## src/rtl/mux_sync_pkg.sv

```systemverilog
// mux_sync_pkg: shared types and defaults for the mux-feedback synchronizer sender.
package mux_sync_pkg;
    localparam int DEFAULT_DWIDTH = 32;
    typedef enum logic [1:0] {IDLE, REQ, ACK_WAIT} tx_state_t;
endpackage

```

## src/rtl/mux_sync_tx_if.sv

```systemverilog
// mux_sync_tx_if: producer, synchronizer handshake and status signals of mux_sync_tx.
interface mux_sync_tx_if
    import mux_sync_pkg::*;
#(
    parameter int DWIDTH = DEFAULT_DWIDTH,
    parameter int DEPTH  = 4
);
    localparam int AW = $clog2(DEPTH);
    logic [DWIDTH-1:0] i_data;
    logic              i_valid;
    logic              o_ready;
    logic [DWIDTH-1:0] o_sync_data;
    logic              o_sync_valid;
    logic              i_sync_ready;
    logic              o_done;
    logic              o_busy;
    logic [AW:0]       o_level;
    modport slave (
        input  i_data, i_valid, i_sync_ready,
        output o_ready, o_sync_data, o_sync_valid, o_done, o_busy, o_level
    );
    modport master (
        output i_data, i_valid, i_sync_ready,
        input  o_ready, o_sync_data, o_sync_valid, o_done, o_busy, o_level
    );
endinterface

```

## src/rtl/sync_fifo.sv

```systemverilog
// sync_fifo: single-clock show-ahead FIFO; a push while full is dropped even if a pop coincides.
module sync_fifo #(
    parameter int DWIDTH = 32,
    parameter int DEPTH  = 4,
    localparam int AW    = $clog2(DEPTH)
) (
    input  logic              clk,
    input  logic              rst,
    input  logic              push,
    input  logic              pop,
    input  logic [DWIDTH-1:0] wdata,
    output logic [DWIDTH-1:0] rdata,
    output logic              full,
    output logic              empty,
    output logic [AW:0]       level
);
    logic [DWIDTH-1:0] mem [DEPTH];
    logic [AW-1:0]     wptr, rptr;
    logic              do_push, do_pop;
    assign full    = level == (AW+1)'(DEPTH);
    assign empty   = level == '0;
    assign do_push = push & ~full;
    assign do_pop  = pop & ~empty;
    assign rdata   = mem[rptr];
    always_ff @(posedge clk)
        if (do_push) mem[wptr] <= wdata;
    // DEPTH is a power of two, so pointer overflow is the modulo wrap
    always_ff @(posedge clk)
        if (rst) begin
            wptr  <= '0;
            rptr  <= '0;
            level <= '0;
        end else begin
            wptr  <= do_push ? wptr + 1'b1 : wptr;
            rptr  <= do_pop ? rptr + 1'b1 : rptr;
            level <= level + (AW+1)'(do_push) - (AW+1)'(do_pop);
        end
endmodule

```

## src/rtl/mux_sync_tx.sv

```systemverilog
// mux_sync_tx: buffers producer words and sends them one at a time over a four-phase
// handshake against the already-synchronized ready feedback; data is frozen outside IDLE->REQ.
module mux_sync_tx
    import mux_sync_pkg::*;
#(
    parameter int DWIDTH = DEFAULT_DWIDTH,
    parameter int DEPTH  = 4
) (
    input logic           i_src_clk,
    input logic           rst,
    mux_sync_tx_if.slave  bus
);
    tx_state_t         state;
    logic [DWIDTH-1:0] head;
    logic              full, empty, pop;
    // a ready still high in IDLE is a stale ack, so never start until it has fallen
    assign pop        = (state == IDLE) & ~empty & ~bus.i_sync_ready;
    assign bus.o_ready = ~full;
    assign bus.o_busy  = (state != IDLE) | ~empty;
    sync_fifo #(.DWIDTH(DWIDTH), .DEPTH(DEPTH)) fifo (
        .clk(i_src_clk),
        .rst(rst),
        .push(bus.i_valid),
        .pop(pop),
        .wdata(bus.i_data),
        .rdata(head),
        .full(full),
        .empty(empty),
        .level(bus.o_level)
    );
    always_ff @(posedge i_src_clk)
        if (rst) begin
            state            <= IDLE;
            bus.o_sync_data  <= '0;
            bus.o_sync_valid <= 1'b0;
            bus.o_done       <= 1'b0;
        end else begin
            bus.o_done <= 1'b0;
            case (state)
                IDLE:
                    if (pop) begin
                        bus.o_sync_data  <= head;
                        bus.o_sync_valid <= 1'b1;
                        state            <= REQ;
                    end
                REQ:
                    if (bus.i_sync_ready) begin
                        bus.o_sync_valid <= 1'b0;
                        state            <= ACK_WAIT;
                    end
                ACK_WAIT:
                    if (!bus.i_sync_ready) begin
                        bus.o_done <= 1'b1;
                        state      <= IDLE;
                    end
                default: state <= IDLE;
            endcase
        end
endmodule

```

## src/flat_wrapper.sv

```systemverilog
// flat-port wrapper written by rule: the top's interface ports become plain ports
module mux_sync_tx_flat import mux_sync_pkg::*;
#(
    parameter int DWIDTH = DEFAULT_DWIDTH,
    parameter int DEPTH  = 4
)
  (i_src_clk, rst, bus_i_data, bus_i_valid, bus_i_sync_ready, bus_o_ready, bus_o_sync_data, bus_o_sync_valid, bus_o_done, bus_o_busy, bus_o_level);
  mux_sync_tx_if #(.DWIDTH(DWIDTH), .DEPTH(DEPTH)) bus_i ();
  input logic i_src_clk;
  input logic rst;
  input wire logic [$bits(bus_i.i_data)-1:0] bus_i_data;
  input wire logic [$bits(bus_i.i_valid)-1:0] bus_i_valid;
  input wire logic [$bits(bus_i.i_sync_ready)-1:0] bus_i_sync_ready;
  output wire logic [$bits(bus_i.o_ready)-1:0] bus_o_ready;
  output wire logic [$bits(bus_i.o_sync_data)-1:0] bus_o_sync_data;
  output wire logic [$bits(bus_i.o_sync_valid)-1:0] bus_o_sync_valid;
  output wire logic [$bits(bus_i.o_done)-1:0] bus_o_done;
  output wire logic [$bits(bus_i.o_busy)-1:0] bus_o_busy;
  output wire logic [$bits(bus_i.o_level)-1:0] bus_o_level;
  assign bus_i.i_data = bus_i_data;
  assign bus_i.i_valid = bus_i_valid;
  assign bus_i.i_sync_ready = bus_i_sync_ready;
  assign bus_o_ready = bus_i.o_ready;
  assign bus_o_sync_data = bus_i.o_sync_data;
  assign bus_o_sync_valid = bus_i.o_sync_valid;
  assign bus_o_done = bus_i.o_done;
  assign bus_o_busy = bus_i.o_busy;
  assign bus_o_level = bus_i.o_level;
  mux_sync_tx #(.DWIDTH(DWIDTH), .DEPTH(DEPTH)) u_core (.i_src_clk(i_src_clk), .rst(rst), .bus(bus_i));
endmodule
```

## config.mk

```make
export PLATFORM = sky130hd
export DESIGN_NAME = mux_sync_tx_flat
export DESIGN_NICKNAME = d
export VERILOG_FILES = /design/src/rtl/mux_sync_pkg.sv /design/src/rtl/mux_sync_tx_if.sv /design/src/rtl/sync_fifo.sv /design/src/rtl/mux_sync_tx.sv /design/src/flat_wrapper.sv
export SDC_FILE = /design/constraint.sdc
export NUM_CORES = 1
export LEC_CHECK = 0
export BUFFER_PORTS_ARGS = -buffer_cell sky130_fd_sc_hd__buf_2
export CAP_MARGIN = 10
export CORE_AREA = 2 2 123 125
export CTS_CLUSTER_DIAMETER = 80
export CTS_CLUSTER_SIZE = 24
export DETAILED_ROUTE_END_ITERATION = 8
export DIE_AREA = 0 0 125 127
export GPL_ROUTABILITY_DRIVEN = 0
export HOLD_SLACK_MARGIN = 0.1
export MAX_ROUTING_LAYER = met4
export SLEW_MARGIN = 20
export SYNTH_ARGS = -nofsm -noshare
export SYNTH_HDL_FRONTEND = slang
export SYNTH_SLANG_ARGS = --single-unit
```

## constraint.sdc

```tcl
create_clock -name i_src_clk -period 3.55 [get_ports i_src_clk]
set_input_delay 0.355 -clock i_src_clk [delete_from_list [all_inputs] [get_ports i_src_clk]]
set_output_delay 0.355 -clock i_src_clk [all_outputs]
set_load 0.1 [all_outputs]
```

# --- Word level (Yosys, flattened, before mapping) ---
# Memories as Yosys holds them, arrays and structs flattened. A register that Yosys moved wholly into a read port is not among the register bits.
# Cells that the tools add are included.
totals:
  register_bits: 11
  elab_cells: 44
  mem_bits_rw: 128
  mem_count: 1
memory_table:
  columns: ["name", "words", "width", "read_ports", "rd_clocked_by_memory_dff", "write_ports", "line_no", "rtl"]
  rows:
  - ["u_core.fifo.mem", 4, 32, 1, 1, 1, "sync_fifo.sv:17", "logic [DWIDTH-1:0] mem [DEPTH];"]
op_classes:
  add_sub_neg: 4
  reduce_logical: 8
  n_eq_ne: 6
  n_mux: 10
  bitwise_logic: 9
ops:
  columns: ["operator", "n"]
  rows:
  - ["$mux 2", 3]
  - ["$ne 2x2->1 const B", 3]
  - ["$pmux 2 s3", 1]
  - ["$reduce_and 3->1", 2]
  - ["$mux 1", 5]
  - ["$add 2x1->2 const B", 2]
  - ["$and 1x1->1", 4]
  - ["$not 1->1", 4]
  - ["$reduce_bool 2->1", 2]
  - ["$add 3x1->3", 1]
  - ["$eq 3x3->1 const B", 1]
  - ["$logic_not 3->1", 1]
  - ["$sub 3x1->3", 1]
  - ["$eq 2x1->1 const B", 1]
  - ["$eq 2x2->1 const B", 1]
  - ["$logic_not 2->1", 1]
  - ["$pmux 1 s2", 1]
  - ["$reduce_and 2->1", 1]
  - ["$reduce_or 2->1", 1]
  - ["$or 1x1->1", 1]

# --- Logic depth before layout (Yosys ltp) ---
depth:
  ltp_word: 6
  depth_mapped: 11

# --- Cells and area by module ---
# A second synthesis with hierarchy kept.
unflattened:
  cells_unflattened: 373
  hier_area_um2: 6744.0
modules_own_cells:
  columns: ["mod", "area_each_um2", "instances", "cells_each"]
  rows:
  - ["sync_fifo", 5139.9, 1, 218]
  - ["mux_sync_tx", 1604.0, 1, 155]

# --- Worst setup path after synthesis ---
# Ideal clock, no wire load.
synth_timing:
  path_type: "register -> register"
  from: "register u_core.fifo.level[1]"
  to: "register u_core.fifo.level[2]"
  setup_time_ps: 128
  setup_slack_ps: -176
  arrival_ps: 3599
  path_stages_with_launch: 11
  t_required_ps: 3422
  period_less_slack_ps: 3726
  path_cell_list: "dfxtp_1 > or3b_1 > clkbuf_1 > nand2_1 > ha_1 > inv_1 > ha_1 > fa_1 > xnor2_1 > xnor2_1 > nor2_1"
synth_between:
  elab_cells_between_ends: 10
synth_lines:
  columns: ["item", "line_no", "rtl"]
  rows:
  - ["start, declared", "sync_fifo.sv:15", "output logic [AW:0] level"]
  - ["start signal, assigned", "sync_fifo.sv:36", "level <= level + (AW+1)'(do_push) - (AW+1)'(do_pop);"]
  - ["$eq 3x3->1", "sync_fifo.sv:20", "assign full = level == (AW+1)'(DEPTH);"]
  - ["$not 1->1", null, null]
  - ["named net bus_o_ready", "flat_wrapper.sv:14", "output wire logic [$bits(bus_i.o_ready)-1:0] bus_o_ready;"]
  - ["$and 1x1->1", "sync_fifo.sv:22", "assign do_push = push & ~full;"]
  - ["$add 3x1->3", "sync_fifo.sv:36", null]
  - ["$sub 3x1->3", "sync_fifo.sv:36", null]
# The timed path passes the listed nets, and every way through them passes these cells.
# A chain may end at the register's enable or synchronous reset.

# --- Final worst setup path ---
layout_timing:
  from: "register u_core.state[1]"
  to: "register u_core.fifo.level[2]"
layout_between:
  elab_chain_cells: 5
layout_rtl:
  columns: ["item", "line_no", "rtl"]
  rows:
  - ["start, declared", "mux_sync_tx.sv:13", "tx_state_t state;"]
  - ["start signal, assigned", "mux_sync_tx.sv:33", "state <= IDLE;"]
  - ["start signal, assigned", "mux_sync_tx.sv:44", "state <= REQ;"]
  - ["start signal, assigned", "mux_sync_tx.sv:49", "state <= ACK_WAIT;"]
  - ["$logic_not 2->1", "mux_sync_tx.sv:17", "assign pop = (state == IDLE) & ~empty & ~bus.i_sync_ready;"]
  - ["$and 1x1->1 (2 in series)", "mux_sync_tx.sv:17", null]
  - ["$and 1x1->1", "sync_fifo.sv:23", "assign do_pop = pop & ~empty;"]
  - ["named net u_core.fifo.do_pop", "sync_fifo.sv:19", "logic do_push, do_pop;"]
  - ["$sub 3x1->3", "sync_fifo.sv:36", null]
# The timed path passes the listed nets, and every way through them passes these cells.

==> flow_summary.toml <==
[timing]
period_share = 0.710
worst_slack_ns = 1.03
slew_violations = 0
clock_skew_ns = 0.00733
fin_crit_ns = 2.52
clock.fmax_mhz = 397
hold_viol = 0
setup_viol_count_final = 0
holdWs_ns = 0.154
rsz0062_at_grt = "false"
tns_ns = 0
tightest_slew_ns = 1.02
slew-limit-headroom = 0.323

[drt]
drtIter0Drc = 241
drt-total-wl_mm = 13.0
viasPerCell = 5.44
wl_per_cell_um = 20.1
ant_nets = 0
drc = 0
drtPass1Iterations = 4
vias = 3521

[power_and_ir_drop]
total_power_mw = 6.31
cellLeakagePower_nw = 2.61
pwr_density_cell_nw_per_um2 = 837
ir_worst_vdd_uv = 460

[floorplanning]
core_um2 = 14400
ios = 75
die_h_um = 127
start_util = 0.445
placementRows = 44
dieArea_um2 = 15900
die_x_um = 125

[synthesis]
yosysUniqueCellTypes = 31
synthTopCellsByCount = "edfxtp_1, dfxtp_1, a21oi_1"
synth.area.top_cells = "edfxtp_1, dfxtp_1, mux4_2, a21oi_1, nand3_1"
synth-async-reset-ratio = 0
synthFlopType = "edfxtp_1"
ys_ff_latch = 171
ys_warn_count = 0
yosys.cell_count.top_type = "edfxtp_1"
syn_nets = 425
synthCells = 382
synth_top_area_share = 0.599
synth_area_per_cell_um2 = 16.8
synth_largest_area_cell = "edfxtp_1"
synth-edff-count = 128
synth_area_um2 = 6420
synth_seq_area_share = 0.733

[clocking]
cts_buffers = 17
tritoncts = "done"
clk_pin_slew_worst_paths_ns = 0.06
post_cts_resized = 0
cts_hold_buf = 0
cts_root_buf = "clkbuf_16"
cts_setup_buffers = 0
clk_latency_ns = 0.42
clock-sinks = 171
cts_buffer_depth = 2
cts-htree-levels = 4

[setup_path]
crit_required_ns = 3.82
path_buf_inv = 2
crit_type = "register to register"
cpPeakStageDelay_ns = 0.49
cp-end-kind = "register"
cp_slowest_cell = "dfxtp_1"
crit_family = "adder cells"
path_cells = "or3_1, buf_4, nor2_1, ha_1, inv_1, ha_1, fa_1, xnor2_1, xnor2_1, nor2_1"
critPathMaxFanout = 35
cp-start-kind = "register"
arrival_ns = 2.78

[hold_path]
min_path_type = "input pin to register"

[global_routing]
antenna_found_initial = 0
grtUsageTotal = 0.175
grt.overflow.total = 0
grt_pass1_vias = 3630
grt_pass1_wl_mm = 20.2
grt_max_degree = 45

[run_status]
status = "completed"

[final_layout]
fin_nets = 493
drive_gt1_frac = 0.322
area_growth_pct = 17.4
diodes = 0
final_util = 0.522

[place]
io_buffers = 74
dp_hpwl_mm = 7.28
dp_worst_setup_slack_ns = 1.05

[flow_run]
cap_viol_max_count = 0
[metal layers]
metal | track usage | routed length [um] | up-vias
li1 | - | - | 1628
met2 | 0.269 | 6370 | 104
met3 | 0.0415 | 708 | 8
met1 | 0.236 | 5880 | 1781
met4 | 0.0542 | 75 | 0
met5 | - | 0 | -
[sequential cells by signal (all words and copies together) (netlist names)]
| signal | cells |
|---|---|
| u_core.bus.o_sync_data | 32 |
| u_core.state | 2 |
| u_core.fifo.rptr | 2 |
| u_core.fifo.mem | 128 |
| u_core.fifo.level | 3 |
| u_core.bus.o_done | 1 |
| u_core.fifo.wptr | 2 |
| u_core.bus.o_sync_valid | 1 |
[per-stage QoR]
| stage | std cells | instance area [um^2] |
|---|---|---|
| 6_report | 647 | 7530 |
| 5_1_grt | 647 | 7530 |
| 4_1_cts | 647 | 7530 |
| 3_5_place_dp | 615 | 6940 |
| 3_3_place_gp | 615 | 6940 |
| 2_1_floorplan | 382 | 6420 |
[worst register-to-register path, cell delays in order, from the launching register on]
cell     delay, ns
dfxtp_1       0.49
or3_1         0.17
buf_4         0.34
nor2_1        0.12
ha_1          0.29
inv_1         0.04
ha_1          0.18
fa_1          0.38
xnor2_1       0.18
xnor2_1       0.13
nor2_1        0.05
[layout by cell type (no fill, tap or decap), drive strengths merged, types with 2 or more instances in the layout]
master / netlist / final
dfxtp: 43 / 43
inv: 7 / 7
clkinv: 0 / 5
or3: 4 / 4
buf: 11 / 80
mux4: 32 / 32
nand3: 34 / 34
clkbuf: 20 / 26
a21o: 2 / 2
o21ai: 33 / 33
a21oi: 36 / 36
ha: 6 / 6
edfxtp: 128 / 128
and3: 4 / 4
nor2: 5 / 5
xnor2: 3 / 3
nor2b: 2 / 2
nor3: 2 / 2
[final cells by class]
cell class / count / area, um^2
Inverter: 7 / 26.3
Tap cell: 184 / 230
Clock buffer: 26 / 532
Fill cell: 1192 / 6890
Timing Repair Buffer: 80 / 415
Multi-Input combinational cell: 173 / 1560
Sequential cell: 171 / 4710
Clock inverter: 6 / 58.8
[where the power goes]
group | leakage [nW] | switching [mW] | internal (mW)
clock | 0.294 | 0.699 | 1.10
combinational | 0.791 | 1.45 | 0.482
sequential | 1.52 | 0.167 | 2.41
[cell families after synthesis]
group	Yosys count	share of synthesized area
flops	171	0.733
mux	32	0.112
compound gates	74	0.0602
simple gates	57	0.0491
buf+inv	38	0.0263
xor+xnor	3	0.00410
fa+ha+maj	7	0.0148
[final timing paths]
| path | start | to | slack, ns | cells past startpoint |
|---|---|---|---|---|
| max | u_core.state[1]$_SDFFE_PP0P_ | u_core.fifo.level[2]$_SDFF_PP0_ | 1.03 | 10 |
| min | bus_i_data[14] | u_core.fifo.mem[1][14]$_DFFE_PP_ | 0.15 | 1 |
| max reg2reg | u_core.state[1]$_SDFFE_PP0P_ | u_core.fifo.level[2]$_SDFF_PP0_ | 1.03 | 10 |
| min reg2reg | u_core.bus.o_sync_data[1]$_SDFFE_PP0P_ | u_core.bus.o_sync_data[1]$_SDFFE_PP0P_ | 0.47 | 2 |
Power figures use the tool's default switching activity.
